--- src/rtl/lp_accum_pe.sv ---
// Output-accumulating fixed-point MAC processing element.
// Joins up (weights) and left (data) AXI-Stream beats, accumulates products per vector, emits one rounded result.
module lp_accum_pe #(
   parameter int DATA_WIDTH_OP0       = 16,
   parameter int FRACTIONAL_BITS_OP0  = 12,
   parameter int IS_UNSIGNED_OP0      = 0,
   parameter int DATA_WIDTH_OP1       = 16,
   parameter int FRACTIONAL_BITS_OP1  = 12,
   parameter int IS_UNSIGNED_OP1      = 0,
   parameter int DATA_WIDTH_RSLT      = 16,
   parameter int FRACTIONAL_BITS_RSLT = 12,
   parameter int ACC_GUARD_BITS       = 8,
   parameter int ROUND                = 1,
   parameter int SATURATE             = 1,
   parameter int VEC_LEN              = 0,
   parameter int USER_WIDTH           = 8,
   parameter int OUTPUT_DEST          = 0,
   parameter int DEST_WIDTH           = 8
) (
   input  logic                       clk,
   input  logic                       rst,
   input  logic [DATA_WIDTH_OP1-1:0]  s_axis_up_tdata,
   input  logic                       s_axis_up_tvalid,
   output logic                       s_axis_up_tready,
   input  logic                       s_axis_up_tlast,
   input  logic [USER_WIDTH-1:0]      s_axis_up_tuser,
   input  logic [DATA_WIDTH_OP0-1:0]  s_axis_left_tdata,
   input  logic                       s_axis_left_tvalid,
   output logic                       s_axis_left_tready,
   input  logic                       s_axis_left_tlast,
   output logic [DATA_WIDTH_RSLT-1:0] m_axis_down_tdata,
   output logic                       m_axis_down_tvalid,
   input  logic                       m_axis_down_tready,
   output logic                       m_axis_down_tlast,
   output logic [USER_WIDTH-1:0]      m_axis_down_tuser,
   output logic [DEST_WIDTH-1:0]      m_axis_down_tdest,
   output logic                       err_unaligned_data,
   output logic                       err_length,
   output logic                       err_saturation
);

   localparam int PROD_W = DATA_WIDTH_OP0 + DATA_WIDTH_OP1;
   localparam int XW     = PROD_W + 2;
   localparam int ACC_W  = PROD_W + ACC_GUARD_BITS;
   localparam int EW     = ACC_W + 1;
   localparam int RW     = DATA_WIDTH_RSLT;
   localparam int SH     = FRACTIONAL_BITS_OP0 + FRACTIONAL_BITS_OP1 - FRACTIONAL_BITS_RSLT;
   localparam int RB_SH  = (SH > 0) ? SH - 1 : 0;
   localparam int VL     = (VEC_LEN > 0) ? VEC_LEN : 1;
   localparam int CNT_W  = (VL > 1) ? $clog2(VL) : 1;
   localparam bit RSLT_SIGNED = !((IS_UNSIGNED_OP0 != 0) && (IS_UNSIGNED_OP1 != 0));

   localparam logic signed [EW-1:0] ONE_E    = {{(EW-1){1'b0}}, 1'b1};
   localparam logic signed [EW-1:0] MAX_V    = RSLT_SIGNED ? (ONE_E <<< (RW - 1)) - ONE_E
                                                            : (ONE_E <<< RW) - ONE_E;
   localparam logic signed [EW-1:0] MIN_V    = RSLT_SIGNED ? -(ONE_E <<< (RW - 1)) : {EW{1'b0}};
   localparam logic signed [EW-1:0] RND_BIAS = ((ROUND != 0) && (SH > 0)) ? (ONE_E <<< RB_SH)
                                                                            : {EW{1'b0}};

   // One extra MSB keeps the rounding bias from overflowing before the arithmetic shift.
   function automatic logic signed [EW-1:0] round_shift(input logic signed [ACC_W-1:0] a);
      logic signed [EW-1:0] ext;
      ext = EW'(a) + RND_BIAS;
      return ext >>> SH;
   endfunction

   // Returns {clamped_flag, result}.
   function automatic logic [RW:0] saturate(input logic signed [EW-1:0] v);
      logic [RW:0] r;
      if (SATURATE == 0) begin
         r = {1'b0, v[RW-1:0]};
      end else if (v > MAX_V) begin
         r = {1'b1, MAX_V[RW-1:0]};
      end else if (v < MIN_V) begin
         r = {1'b1, MIN_V[RW-1:0]};
      end else begin
         r = {1'b0, v[RW-1:0]};
      end
      return r;
   endfunction

   logic                      can_accept_s;
   logic                      fire_s;
   logic                      any_last_s;
   logic                      last_cnt_s;
   logic                      unaligned_s;
   logic                      eov_s;
   logic                      len_err_s;
   logic signed [DATA_WIDTH_OP0:0] op0_x_s;
   logic signed [DATA_WIDTH_OP1:0] op1_x_s;
   logic signed [XW-1:0]      prod_x_s;
   logic signed [ACC_W-1:0]   prod_acc_s;
   logic signed [ACC_W-1:0]   acc_sum_s;
   logic [RW:0]               sat_pack_s;

   logic signed [ACC_W-1:0]   acc_r;
   logic [CNT_W-1:0]          count_r;
   logic                      first_r;
   logic                      down_valid_r;
   logic [RW-1:0]             down_data_r;
   logic [USER_WIDTH-1:0]     down_user_r;
   logic                      err_unaligned_r;
   logic                      err_length_r;
   logic                      err_saturation_r;

   // Join handshake and end-of-vector decision.
   always_comb begin
      can_accept_s = !down_valid_r || m_axis_down_tready;
      fire_s       = s_axis_up_tvalid && s_axis_left_tvalid && can_accept_s;
      any_last_s   = s_axis_up_tlast || s_axis_left_tlast;
      unaligned_s  = s_axis_up_tlast != s_axis_left_tlast;
      last_cnt_s   = (count_r == CNT_W'(VL - 1));
      if (VEC_LEN == 0) begin
         eov_s     = any_last_s;
         len_err_s = 1'b0;
      end else begin
         eov_s     = last_cnt_s;
         len_err_s = any_last_s != last_cnt_s;
      end
   end

   // Operand extension, product, running sum and result formatting.
   always_comb begin
      if (IS_UNSIGNED_OP0 != 0) begin
         op0_x_s = {1'b0, s_axis_left_tdata};
      end else begin
         op0_x_s = {s_axis_left_tdata[DATA_WIDTH_OP0-1], s_axis_left_tdata};
      end
      if (IS_UNSIGNED_OP1 != 0) begin
         op1_x_s = {1'b0, s_axis_up_tdata};
      end else begin
         op1_x_s = {s_axis_up_tdata[DATA_WIDTH_OP1-1], s_axis_up_tdata};
      end
      prod_x_s   = op0_x_s * op1_x_s;
      prod_acc_s = ACC_W'(prod_x_s);
      acc_sum_s  = (first_r ? {ACC_W{1'b0}} : acc_r) + prod_acc_s;
      sat_pack_s = saturate(round_shift(acc_sum_s));
   end

   // Accumulator, beat counter, output register and error pulses.
   always_ff @(posedge clk) begin
      if (rst) begin
         acc_r            <= {ACC_W{1'b0}};
         count_r          <= {CNT_W{1'b0}};
         first_r          <= 1'b1;
         down_valid_r     <= 1'b0;
         down_data_r      <= {RW{1'b0}};
         down_user_r      <= {USER_WIDTH{1'b0}};
         err_unaligned_r  <= 1'b0;
         err_length_r     <= 1'b0;
         err_saturation_r <= 1'b0;
      end else begin
         err_unaligned_r  <= fire_s && unaligned_s;
         err_length_r     <= fire_s && len_err_s;
         err_saturation_r <= fire_s && eov_s && sat_pack_s[RW];
         if (fire_s) begin
            acc_r   <= acc_sum_s;
            first_r <= eov_s;
            count_r <= eov_s ? {CNT_W{1'b0}} : count_r + CNT_W'(1);
         end
         // A new result may load in the same cycle the previous one is taken.
         if (fire_s && eov_s) begin
            down_valid_r <= 1'b1;
            down_data_r  <= sat_pack_s[RW-1:0];
            down_user_r  <= s_axis_up_tuser;
         end else if (m_axis_down_tready) begin
            down_valid_r <= 1'b0;
         end
      end
   end

   assign s_axis_up_tready   = s_axis_left_tvalid && can_accept_s;
   assign s_axis_left_tready = s_axis_up_tvalid && can_accept_s;
   assign m_axis_down_tvalid = down_valid_r;
   assign m_axis_down_tlast  = down_valid_r;
   assign m_axis_down_tdata  = down_data_r;
   assign m_axis_down_tuser  = down_user_r;
   assign m_axis_down_tdest  = DEST_WIDTH'(OUTPUT_DEST);
   assign err_unaligned_data = err_unaligned_r;
   assign err_length         = err_length_r;
   assign err_saturation     = err_saturation_r;

endmodule

--- config.mk ---
export PLATFORM = sky130hd
export DESIGN_NAME = lp_accum_pe
export DESIGN_NICKNAME = d
export VERILOG_FILES = /design/src/rtl/lp_accum_pe.sv
export SDC_FILE = /design/constraint.sdc
export NUM_CORES = 1
export LEC_CHECK = 0
export ABC_AREA = 0
export BUFFER_PORTS_ARGS = -buffer_cell sky130_fd_sc_hd__buf_2
export CAP_MARGIN = 20
export CORE_MARGIN = 5
export CORE_UTILIZATION = 59
export CTS_BUF_LIST = sky130_fd_sc_hd__clkbuf_8
export CTS_CLUSTER_SIZE = 12
export DETAILED_ROUTE_END_ITERATION = 16
export PLACE_DENSITY = 0.82
export SYNTH_ARGS = -nofsm -noshare
export SYNTH_HDL_FRONTEND = slang
export SYNTH_SLANG_ARGS = --single-unit
--- constraint.sdc ---
create_clock -name clk -period 12.6 [get_ports clk]
set_input_delay 1.89 -clock clk [delete_from_list [all_inputs] [get_ports clk]]
set_output_delay 1.89 -clock clk [all_outputs]
set_load 0.02 [all_outputs]
==> metrics <==
top_reg_cell synth dfxtp_1; share of cells above drive strength 1 8.080%; Slew headroom 30.51%; die height 175.9 um; Worst Path Arrival 12.22 ns; simple-gate share of the synthesized area 20.98%; yosys warns 0; Post-DRT Antenna Nets 0; CP max FO 16; Post-DP Area 16810 um^2; Adder-Cell Fraction of Synth Area 41.90%; Tcrit/Tclk final 95.01%; ANT cells 0; xor and xnor area share after synthesis 4.145%; Tightest Hold Check Type register to register; mux share of post-synthesis cell area 0.2543%; RSZ-0062 raised after global routing no; placed cell count 2324; Crit path top cell by count fa_1; sequential area share after synthesis 8.383%; cell area after layout 17070 um^2; Num CTS Buffers 9; area of the multi-input gates 13220 um^2; setup_tns 0 ns; Nets 2433; Placement Rows 60; post-detail-place hpwl 31800 um; max-slew violations 0; H-tree level count 3; Total GRT Usage 26.06%; gr ovfl total 0; crit path time final 11.97 ns; Layout Area Growth over Synthesis 5.117%; Final Wtd Congestion 0.9390; CTS tree yes; fin cells 2346; # setup viols final 0; Compound-Gate Fraction of Synth Area 13.87%; Via Count 13550; antenna violations before repair 0; fillers 2318; first-pass GRT wire length 67100 um; post-synthesis instance area 16240 um^2; largest net degree at the start of global routing 54; Root Driver clkbuf_8; Synth Register Bits 68; worst-skew pair later-pin latency 0.36 ns; CP Class input pin to register; Avg WL per Cell 16.50 um; PortBufs 76; core area 27030 um^2; die area 30940 um^2; largest family of logic cells by synthesized area adder cells; Fin. Hold Viols 0; post-DR vias/cell 5.774; clk_skew 0.01615 ns; Crit path largest cell delay 0.71 ns; Post-synth EDFFs 0; worst slew pin tran 1.042 ns; register area 1361 um^2; status complete, no violations; Slowest cell on crit path fa_1; Async SR Flop Fraction 0%; DRC 0; synthesized instance count 1965; Mean Syn Cell Area 8.264 um^2; Setup crit end kind register; drt pass-1 iters 8; Max-Cap Viols 0; CTS clock-pin slew for the worst setup and hold paths 0.08 ns; hold bufs inserted after CTS 0; highest clock rate 83.53 MHz; I/O pin cnt 86; CP startpoint kind input pin; detailed-route wire length 38720 um; DR iter-0 viols 1043; die span in x 175.9 um; WP data required 12.85 ns; number of global-route vias before repair 14130; Longest Clk Path Bufs 2; Cell variety after synth 88; # clock sinks 68; Initial Util 60.08%
## timing repair
| item | 4_1_cts | 5_1_grt |
|---|---|---|
| buffers inserted | 0 | 6 |
| endpoints found under the setup margin | 0 | 15 |
| gates resized for setup | 0 | 4 |
## state kept, by name (all words and copies together) (netlist names)
register / cells
first_r: 1
m_axis_down_tdata: 16
m_axis_down_tuser: 8
m_axis_down_tlast: 1
acc_r: 40
err_saturation: 1
err_unaligned_data: 1
## cell usage in the layout (no fill, tap or decap), drive strengths merged, types with 10 or more instances in the layout
| cell type | n |
|---|---|
| a21oi | 118 |
| xor2 | 15 |
| a221o | 15 |
| o21ai | 38 |
| fa | 263 |
| nor2 | 93 |
| a21o | 19 |
| and3 | 12 |
| nand2b | 14 |
| nor2b | 49 |
| nand3 | 27 |
| ha | 123 |
| a211oi | 19 |
| nand2 | 258 |
| and2 | 130 |
| nand4 | 13 |
| dfxtp | 68 |
| o211ai | 15 |
| nor3 | 31 |
| inv | 350 |
| clkbuf | 10 |
| buf | 97 |
| o21a | 18 |
| xnor2 | 61 |
## worst max-delay path, delay by kind of cell
| kind | cells | cell delay, ns |
|---|---|---|
| adders and majority gates | 8 | 3.97 |
| AOI/OAI and AO/OA | 12 | 3.11 |
| and+or+nand+nor | 8 | 1.49 |
| buffers and inverters | 10 | 1.36 |
| xor gates and xnor gates | 1 | 0.36 |
## per-layer routing
metal	global-route usage, %	wire length [um]	vias to the layer above
met4	7.277	974	0
met3	2.949	2028	80
li1	-	-	6360
met2	45.74	19470	422
met5	0	0	-
met1	34.29	16250	6683
## cells by family (layout without fill, tap and decap cells)
family | Yosys count | in the layout
flops | 68 | 68
fa+ha+maj | 386 | 386
other cells | 1 | 9
mux | 4 | 4
compound gates | 323 | 323
buf+inv | 431 | 463
xor+xnor | 76 | 76
simple gates | 676 | 676
## worst paths after layout
path | start | endpoint | slack (ns) | cells past startpoint
min | m_axis_down_tdata[15]$_SDFFE_PP0P_ | m_axis_down_tdata[15]$_SDFFE_PP0P_ | 0.45 | 2
min reg2reg | m_axis_down_tdata[15]$_SDFFE_PP0P_ | m_axis_down_tdata[15]$_SDFFE_PP0P_ | 0.45 | 2
max | s_axis_left_tdata[15] | m_axis_down_tdata[2]$_SDFFE_PP0P_ | 0.63 | 39
max reg2reg | first_r$_SDFFE_PP1P_ | m_axis_down_tdata[2]$_SDFFE_PP0P_ | 6.59 | 20
## stage by stage
stage                     worst slack, ns  hold WS (ns)  util, %
final                              0.6285        0.4499    63.16
after global routing              0.07621        0.4645    63.16
after CTS                          0.4726        0.4509    62.85
after detailed placement           0.1553        0.4384    62.19
after global placement             0.3854        0.4362    62.19
after floorplan                    0.3537        0.4273        -
## layout make-up
cell class                      instances  area share [%]
Multi-Input combinational cell       1474           77.46
Inverter                              350           7.719
Tap cell                              341           2.500
Timing Repair Buffer                   97           3.299
Clock inverter                          6          0.2419
Sequential cell                        68           7.975
Clock buffer                           10          0.8063
## synth_stat cells, types with 13 or more instances
master,number,share of area [%]
a211oi_1,16,0.74
a21o_1,19,0.88
a21oi_1,112,3.5
a221o_1,15,0.92
and2_1,130,5.0
clkbuf_1,57,1.3
dfxtp_1,68,8.4
fa_1,263,32
ha_1,123,9.5
inv_1,349,8.1
nand2_1,258,6.0
nand2b_1,14,0.54
nand3_1,27,0.83
nand4_1,13,0.50
nor2_1,93,2.1
nor2b_1,49,1.9
nor3_1,31,0.96
o211ai_1,15,0.69
o21a_1,17,0.79
o21ai_0,31,0.96
xnor2_1,60,3.2
xor2_1,15,0.81
Power is not shown: default switching activity piles up to over one toggle a cycle in this logic, so the estimate is an artifact.
